[config.mk]
export PLATFORM = sky130hd
export DESIGN_NAME = ov_7670_capture_v2_flat
export DESIGN_NICKNAME = d
export VERILOG_FILES = /design/src/rtl/ov_7670_capture_v2_if.sv /design/src/rtl/ov_7670_capture_v2.sv /design/src/flat_wrapper.sv
export SDC_FILE = /design/constraint.sdc
export NUM_CORES = 1
export LEC_CHECK = 0
export ABC_AREA = 1
export ABC_CLOCK_PERIOD_IN_PS = 3670
export CORE_MARGIN = 10
export CORE_UTILIZATION = 31
export DETAILED_ROUTE_END_ITERATION = 8
export PLACE_DENSITY_LB_ADDON = 0.25
export SETUP_SLACK_MARGIN = 0.05
export SYNTH_ARGS = -nofsm -noshare
export SYNTH_HDL_FRONTEND = slang
export SYNTH_SLANG_ARGS = --single-unit
[constraint.sdc]
create_clock -name iclk -period 3.67 [get_ports iclk]
set_input_delay 0.734 -clock iclk [delete_from_list [all_inputs] [get_ports iclk]]
set_output_delay 0.734 -clock iclk [all_outputs]
set_load 0.01 [all_outputs]
[src/rtl/ov_7670_capture_v2_if.sv]
// ov_7670_capture_v2_if
//   Bundle of the sensor-side inputs and framebuffer-side outputs of the
//   OV7670 capture engine.
//   master : the capture engine (samples sensor/control, drives write port)
//   slave  : the environment (drives sensor/control, observes write port)
interface ov_7670_capture_v2_if #(
    parameter int DATA_W = 8,
    parameter int PIX_W  = 16,
    parameter int ADDR_W = 19,
    parameter int FCNT_W = 8
);
    logic              ienable;
    logic              imode;
    logic              idecim;
    logic              ivsync;
    logic              ihref;
    logic [DATA_W-1:0] idata;
    logic              owr_en;
    logic [ADDR_W-1:0] oaddr;
    logic [PIX_W-1:0]  odata_out;
    logic              oframe_done;
    logic [FCNT_W-1:0] oframe_cnt;
    logic              oline_err;
    logic              ooverflow;
    logic              obusy;

    modport master (
        input  ienable, imode, idecim, ivsync, ihref, idata,
        output owr_en, oaddr, odata_out, oframe_done, oframe_cnt,
               oline_err, ooverflow, obusy
    );

    modport slave (
        output ienable, imode, idecim, ivsync, ihref, idata,
        input  owr_en, oaddr, odata_out, oframe_done, oframe_cnt,
               oline_err, ooverflow, obusy
    );
endinterface

[src/rtl/ov_7670_capture_v2.sv]
// ov_7670_capture_v2
//   OV7670 byte-stream to framebuffer-write converter, pclk domain only.
//   Ports:
//     iclk   : camera pixel clock, rising edge
//     ireset : asynchronous active-low reset
//     cam    : sensor inputs (ienable, imode, idecim, ivsync, ihref, idata)
//              and write port (owr_en, oaddr, odata_out) plus status
//              (oframe_done, oframe_cnt, oline_err, ooverflow, obusy)
//   Pixel modes: 0 = two bytes packed high-then-low, 1 = one byte per pixel.
//   Optional 2x2 decimation keeps even columns of even lines.
module ov_7670_capture_v2 #(
    parameter int DATA_W   = 8,
    parameter int PIX_W    = 16,
    parameter int H_ACTIVE = 640,
    parameter int V_ACTIVE = 480,
    parameter int ADDR_W   = 19,
    parameter int MAX_PIX  = 307200,
    parameter int FCNT_W   = 8
) (
    input  logic                  iclk,
    input  logic                  ireset,
    ov_7670_capture_v2_if.master  cam
);
    // One spare bit so MAX_PIX == 2**ADDR_W is still representable.
    localparam int CNT_W = ADDR_W + 1;
    localparam int COL_W = $clog2(H_ACTIVE + 1) + 1;
    localparam int ROW_W = $clog2(V_ACTIVE + 1) + 1;
    localparam logic [CNT_W-1:0] MAX_A   = CNT_W'(MAX_PIX);
    localparam logic [COL_W-1:0] H_CHECK = COL_W'(H_ACTIVE);

    typedef enum logic [1:0] {IDLE, WAIT_VS, ACTIVE} state_t;

    state_t              state_q, state_d;
    logic                vs_q, vs_p_q, href_q, href_p_q;
    logic [DATA_W-1:0]   data_q;
    logic                mode_q, mode_d, decim_q, decim_d;
    logic                phase_q, phase_d;
    logic [DATA_W-1:0]   hi_q, hi_d;
    logic [COL_W-1:0]    col_q, col_d, col_base;
    logic [ROW_W-1:0]    row_q, row_d;
    logic [CNT_W-1:0]    addr_q, addr_d;
    logic                wr_q, wr_d;
    logic [PIX_W-1:0]    pix_q, pix_d;
    logic                done_q, done_d;
    logic [FCNT_W-1:0]   fcnt_q, fcnt_d;
    logic                lerr_q, lerr_d, ovf_q, ovf_d;
    logic                complete, keep;

    wire vs_fall   =  vs_p_q   & ~vs_q;
    wire vs_rise   = ~vs_p_q   &  vs_q;
    wire href_rise = ~href_p_q &  href_q;
    wire href_fall =  href_p_q & ~href_q;

    always_ff @(posedge iclk or negedge ireset) begin
        if (!ireset) begin
            state_q  <= IDLE;
            vs_q     <= 1'b0;
            vs_p_q   <= 1'b0;
            href_q   <= 1'b0;
            href_p_q <= 1'b0;
            data_q   <= '0;
            mode_q   <= 1'b0;
            decim_q  <= 1'b0;
            phase_q  <= 1'b0;
            hi_q     <= '0;
            col_q    <= '0;
            row_q    <= '0;
            addr_q   <= '0;
            wr_q     <= 1'b0;
            pix_q    <= '0;
            done_q   <= 1'b0;
            fcnt_q   <= '0;
            lerr_q   <= 1'b0;
            ovf_q    <= 1'b0;
        end else begin
            state_q  <= state_d;
            vs_q     <= cam.ivsync;
            vs_p_q   <= vs_q;
            href_q   <= cam.ihref;
            href_p_q <= href_q;
            data_q   <= cam.idata;
            mode_q   <= mode_d;
            decim_q  <= decim_d;
            phase_q  <= phase_d;
            hi_q     <= hi_d;
            col_q    <= col_d;
            row_q    <= row_d;
            addr_q   <= addr_d;
            wr_q     <= wr_d;
            pix_q    <= pix_d;
            done_q   <= done_d;
            fcnt_q   <= fcnt_d;
            lerr_q   <= lerr_d;
            ovf_q    <= ovf_d;
        end
    end

    always_comb begin
        state_d  = state_q;
        mode_d   = mode_q;
        decim_d  = decim_q;
        phase_d  = phase_q;
        hi_d     = hi_q;
        col_d    = col_q;
        row_d    = row_q;
        // oaddr advances the cycle after each write is presented.
        addr_d   = addr_q + CNT_W'(wr_q);
        wr_d     = 1'b0;
        pix_d    = pix_q;
        done_d   = 1'b0;
        fcnt_d   = fcnt_q;
        lerr_d   = lerr_q;
        ovf_d    = ovf_q;
        complete = 1'b0;
        keep     = 1'b0;
        col_base = href_rise ? '0 : col_q;

        case (state_q)
            IDLE: begin
                if (cam.ienable) state_d = WAIT_VS;
            end
            WAIT_VS: begin
                if (!cam.ienable) begin
                    state_d = IDLE;
                end else if (vs_fall) begin
                    state_d = ACTIVE;
                    mode_d  = cam.imode;
                    decim_d = cam.idecim;
                    addr_d  = '0;
                    col_d   = '0;
                    row_d   = '0;
                    phase_d = 1'b0;
                    lerr_d  = 1'b0;
                    ovf_d   = 1'b0;
                end
            end
            ACTIVE: begin
                if (vs_rise) begin
                    // Frame end: a pixel already registered for write still
                    // goes out via wr_q; any byte seen now is dropped.
                    done_d  = 1'b1;
                    fcnt_d  = fcnt_q + FCNT_W'(1);
                    phase_d = 1'b0;
                    state_d = cam.ienable ? WAIT_VS : IDLE;
                end else if (!href_q) begin
                    phase_d = 1'b0;   // discards any pending half pixel
                    if (href_fall) begin
                        if (row_q != '1) row_d = row_q + ROW_W'(1);
                        if (col_q != H_CHECK) lerr_d = 1'b1;
                    end
                end else begin
                    if (mode_q || phase_q) begin
                        complete = 1'b1;
                        phase_d  = 1'b0;
                    end else begin
                        hi_d    = data_q;
                        phase_d = 1'b1;
                    end
                    col_d = col_base;
                    if (complete) begin
                        // Saturate so an overlong line never wraps to H_ACTIVE.
                        if (col_base != '1) col_d = col_base + COL_W'(1);
                        keep = !decim_q || (!col_base[0] && !row_q[0]);
                        if (keep) begin
                            if (addr_d == MAX_A) begin
                                ovf_d = 1'b1;
                            end else begin
                                wr_d  = 1'b1;
                                pix_d = '0;
                                if (mode_q) pix_d[DATA_W-1:0]   = data_q;
                                else        pix_d[2*DATA_W-1:0] = {hi_q, data_q};
                            end
                        end
                    end
                end
            end
            default: state_d = IDLE;
        endcase
    end

    assign cam.owr_en      = wr_q;
    assign cam.oaddr       = addr_q[ADDR_W-1:0];
    assign cam.odata_out   = pix_q;
    assign cam.oframe_done = done_q;
    assign cam.oframe_cnt  = fcnt_q;
    assign cam.oline_err   = lerr_q;
    assign cam.ooverflow   = ovf_q;
    assign cam.obusy       = (state_q == ACTIVE);
endmodule

[src/flat_wrapper.sv]
// flat-port wrapper written by rule: the top's interface ports become plain ports
module ov_7670_capture_v2_flat 
#(
    parameter int DATA_W   = 8,
    parameter int PIX_W    = 16,
    parameter int H_ACTIVE = 640,
    parameter int V_ACTIVE = 480,
    parameter int ADDR_W   = 19,
    parameter int MAX_PIX  = 307200,
    parameter int FCNT_W   = 8
)
  (iclk, ireset, cam_ienable, cam_imode, cam_idecim, cam_ivsync, cam_ihref, cam_idata, cam_owr_en, cam_oaddr, cam_odata_out, cam_oframe_done, cam_oframe_cnt, cam_oline_err, cam_ooverflow, cam_obusy);
  ov_7670_capture_v2_if #(.DATA_W(DATA_W), .PIX_W(PIX_W), .ADDR_W(ADDR_W), .FCNT_W(FCNT_W)) cam_i ();
  input  logic iclk;
  input  logic ireset;
  input wire logic [$bits(cam_i.ienable)-1:0] cam_ienable;
  input wire logic [$bits(cam_i.imode)-1:0] cam_imode;
  input wire logic [$bits(cam_i.idecim)-1:0] cam_idecim;
  input wire logic [$bits(cam_i.ivsync)-1:0] cam_ivsync;
  input wire logic [$bits(cam_i.ihref)-1:0] cam_ihref;
  input wire logic [$bits(cam_i.idata)-1:0] cam_idata;
  output wire logic [$bits(cam_i.owr_en)-1:0] cam_owr_en;
  output wire logic [$bits(cam_i.oaddr)-1:0] cam_oaddr;
  output wire logic [$bits(cam_i.odata_out)-1:0] cam_odata_out;
  output wire logic [$bits(cam_i.oframe_done)-1:0] cam_oframe_done;
  output wire logic [$bits(cam_i.oframe_cnt)-1:0] cam_oframe_cnt;
  output wire logic [$bits(cam_i.oline_err)-1:0] cam_oline_err;
  output wire logic [$bits(cam_i.ooverflow)-1:0] cam_ooverflow;
  output wire logic [$bits(cam_i.obusy)-1:0] cam_obusy;
  assign cam_i.ienable = cam_ienable;
  assign cam_i.imode = cam_imode;
  assign cam_i.idecim = cam_idecim;
  assign cam_i.ivsync = cam_ivsync;
  assign cam_i.ihref = cam_ihref;
  assign cam_i.idata = cam_idata;
  assign cam_owr_en = cam_i.owr_en;
  assign cam_oaddr = cam_i.oaddr;
  assign cam_odata_out = cam_i.odata_out;
  assign cam_oframe_done = cam_i.oframe_done;
  assign cam_oframe_cnt = cam_i.oframe_cnt;
  assign cam_oline_err = cam_i.oline_err;
  assign cam_ooverflow = cam_i.ooverflow;
  assign cam_obusy = cam_i.obusy;
  ov_7670_capture_v2 #(.DATA_W(DATA_W), .PIX_W(PIX_W), .H_ACTIVE(H_ACTIVE), .V_ACTIVE(V_ACTIVE), .ADDR_W(ADDR_W), .MAX_PIX(MAX_PIX), .FCNT_W(FCNT_W)) u_core (.iclk(iclk), .ireset(ireset), .cam(cam_i));
endmodule
==> load_flow_metrics.sql <==
INSERT INTO impl_metrics (metric_group, metric, value, unit) VALUES
('clock_network', 'postCtsResizedCells', '0', ''),
('drt', 'drc_errors', '0', ''),
('logic_synthesis', 'seq_total_area_yosys', '50.2', '%'),
('drt', 'routed-via-count', '3732', ''),
('worst_setup_path', 'cp-start-kind', 'register', ''),
('sta', 'finalWorstPathRequiredPeriod', '2420', 'ps'),
('place', 'place.detailed.hpwl', '8000', 'um'),
('grt', 'grt_start_max_net_pins', '63', ''),
('drt', 'drtIter0Drc', '281', ''),
('grt', 'globalRouteTotalUtil', '10.9', '%'),
('logic_synthesis', 'synth.lib_cells_used.distinct', '36', ''),
('sta', 'max-slew-margin-rel', '48.0', '%'),
('pwr', 'power_leakage', '0.00265', 'uW'),
('worst_setup_path', 'critical_path.cell_chain', 'inv_1, nor2_4, nor2_1, ha_1, nand4_1, nor2_1, nand3_1, nand2_1, nor2_1, xor2_1, o22ai_1', ''),
('logic_synthesis', 'synthesis.area', '0.00468', 'sq mm'),
('sta', 'rsz_0062_raised_after_global_routing', 'false', ''),
('worst_setup_path', 'crit_buf_inv', '1', ''),
('grt', 'number_of_antenna_violations_at_the_first_check_in_global_routing', '0', ''),
('place', 'placedCellCount', '797', ''),
('clock_network', 'max-clock-path-buffers', '2', ''),
('sta', 'totalNegativeSetupSlack', '0', 'ps'),
('worst_setup_path', 'crit_cells', '11', ''),
('logic_synthesis', 'synthesis.nets', '594', ''),
('finish', 'area_growth_syn_to_layout', '22.0', '%'),
('drt', 'total_routed_length', '10600', 'um'),
('clock_network', 'buffer_cell_driving_the_clock_tree_root', 'clkbuf_16', ''),
('floorplanning', 'ios', '63', ''),
('worst_setup_path', 'worst_setup_path_end_kind', 'register', ''),
('run_status', 'run_status', 'completed', ''),
('sta', 'max_slew.worst_pin.slew', '781', 'ps'),
('worst_setup_path', 'worst_r2r_path_depth', '11', ''),
('logic_synthesis', 'synth_area_per_cell', '8.16', 'sq um'),
('clock_network', 'hold_buffers_post_cts', '0', ''),
('drt', 'route.detailed.wl_per_inst', '13.1', 'um'),
('worst_setup_path', 'crit_path_max_fanout', '8', ''),
('worst_setup_path', 'path_delay_family', 'simple AND/OR/NAND/NOR gates', ''),
('clock_network', 'tritoncts.num_buffers', '9', ''),
('logic_synthesis', 'post_synth_inst_count', '574', ''),
('sta', 'layout_worst_path_cycle_share', '65.8', '%'),
('floorplanning', 'start_util', '32.0', '%'),
('finish', 'multi_input_area', '0.00186', 'sq mm'),
('clock_network', 'cts_max_level', '3', ''),
('worst_setup_path', 'critPathRequiredTime', '3890', 'ps'),
('sta', 'worst_hold_slack', '376', 'ps'),
('grt', 'grt-ovfl-total', '0', ''),
('finish', 'final_nets', '644', ''),
('finish', 'fin_cells', '813', ''),
('finish', 'ff_latch_area', '0.00235', 'sq mm'),
('clock_network', 'clock_net_sink_count', '94', ''),
('floorplanning', 'core_region_area', '0.0146', 'sq mm'),
('drt', 'vias_per_cell', '4.59', ''),
('place', 'finalWeightedCongestion', '0.876', ''),
('drt', 'antenna_violating_nets_post_route', '0', ''),
('floorplanning', 'die-height', '143', 'um'),
('floorplanning', 'die_area', '0.0204', 'sq mm'),
('worst_hold_path', 'worstHoldPathCells', '0', ''),
('sta', 'final_max_slew_viol_count', '0', ''),
('grt', 'via_count_of_the_first_global_routing_pass', '3766', ''),
('finish', 'drive_gt1_share', '6.68', '%'),
('clock_network', 'clock_slew_seen_by_the_registers_of_the_worst_setup_and_hold_paths', '70', 'ps'),
('floorplanning', 'placement_rows', '44', ''),
('worst_setup_path', 'worst_ep_arrival_time', '2630', 'ps'),
('clock_network', 'clkLatencyLatePin', '350', 'ps'),
('grt', 'grt_pass1_wl', '18300', 'um'),
('worst_setup_path', 'cpPeakStageDelay', '420', 'ps'),
('clock_network', 'cts_tree', 'done', ''),
('finish', 'num_antenna_cells', '0', ''),
('flow_run', 'max_capacitance_violation_count', '0', ''),
('finish', 'final_core_util', '39.0', '%'),
('place', 'place.port_buffers', '62', ''),
('worst_setup_path', 'timing.critical_path.slowest_stage_cell', 'dfrtp_1', '');
[layout make-up]
| type | count | share of cell area (%) |
|---|---|---|
| Sequential cell | 94 | 41.2 |
| Multi-Input combinational cell | 377 | 32.6 |
| Timing Repair Buffer | 66 | 11.3 |
| Inverter | 76 | 4.99 |
| Clock buffer | 10 | 4.18 |
| Tap cell | 184 | 4.03 |
| Clock inverter | 6 | 1.62 |
[sequential cells by signal, indices dropped and copies added (netlist names), 2 cells and up]
register / count
u_core.row_q: 10
u_core.cam.odata_out: 16
u_core.hi_q: 8
u_core.addr_q: 20
u_core.data_q: 8
u_core.col_q: 11
u_core.state_q: 2
u_core.cam.oframe_cnt: 8
[placed cells by master (no fill, tap or decap), types with 4 or more instances in the layout]
cell type,count
nor2_4,8
a21oi_1,20
xor2_1,10
buf_4,5
nor3_1,5
o21ai_1,5
nor2_1,81
nand2_1,135
nor4_1,4
clkbuf_16,9
inv_1,74
nand3_1,40
xnor2_1,8
clkdlybuf4s50_1,61
o22ai_1,5
nand3b_1,4
nor2_2,5
dfrtp_1,94
nand4_1,8
ha_1,5
o21ai_0,19
[synthesized netlist by cell type (all sizes together)]
cell / n / area [sq um]
nand3b: 4 / 30.0
nand4: 8 / 50.1
inv: 75 / 282
o32ai: 1 / 8.76
a211oi: 1 / 7.51
nor3: 5 / 25.0
nor4: 4 / 25.0
xor2: 10 / 87.6
a21oi: 20 / 100
o21bai: 2 / 15.0
and2: 1 / 6.26
nor3b: 1 / 7.51
nor2: 94 / 423
o41ai: 1 / 8.76
clkinv: 1 / 3.75
clkbuf: 4 / 15.0
dfrtp: 94 / 2350
xnor2: 8 / 70.1
a31o: 1 / 8.76
o21ai: 25 / 129
nand2: 139 / 542
o22ai: 5 / 31.3
and3: 1 / 6.26
nand3: 41 / 218
buf: 23 / 169
ha: 5 / 62.6
[per-stage QoR]
step	worst slack [ps]	total power, uW	area [sq um]
after floorplan	1700	1920	4680
after global placement	1150	2280	5380
after detailed placement	1110	2300	5380
after CTS	1300	3340	5710
after global routing	1060	3510	5710
final	1250	3290	5710
[path summary, 6_finish.rpt]
kind / from / end / slack [ps]
max: u_core.href_q / u_core.col_q[2] / 1250
min: u_core.vs_q / u_core.vs_p_q / 380
max reg2reg: u_core.href_q / u_core.col_q[2] / 1250
min reg2reg: u_core.vs_q / u_core.vs_p_q / 380
max in group asynchronous: ireset / u_core.decim_q / 2460
min in group asynchronous: ireset / u_core.addr_q[18] / 460
[worst reg2reg max path, delay by kind of cell, from the launching register on]
family	cells	cell delay, ps
AND/OR/NAND/NOR	7	1220
flip-flops	1	420
adder cells (fa/ha/maj)	1	270
buffers and inverters	1	160
XOR/XNOR	1	130
AO/OA/AOI/OAI	1	80
[cells by family (layout without fill, tap and decap cells)]
family	after synthesis	count (layout)	synth area share, %
AND/OR/NAND/NOR	298	298	28.5
buffers and inverters	103	158	10.0
adder cells (fa/ha/maj)	5	5	1.34
AO/OA/AOI/OAI	56	56	6.60
XOR/XNOR	18	18	3.37
flip-flops	94	94	50.2
[report_power, final]
part	switching [uW]	total, uW	internal [uW]	leakage, uW
combinational	430	826	396	0.00126
sequential	179	1440	1260	0.00124
clock	405	1020	619	0.000155
total	1010	3290	2280	0.00265
[metal layers]
metal | global-route usage (%) | vias to the layer above | wire [um]
met2 | 17.8 | 66 | 5020
li1 | - | 1896 | -
met4 | 3.53 | 0 | 159
met1 | 13.5 | 1755 | 4880
met5 | 0 | - | 0
met3 | 3.48 | 15 | 562
(Power assumes the default switching activity.)
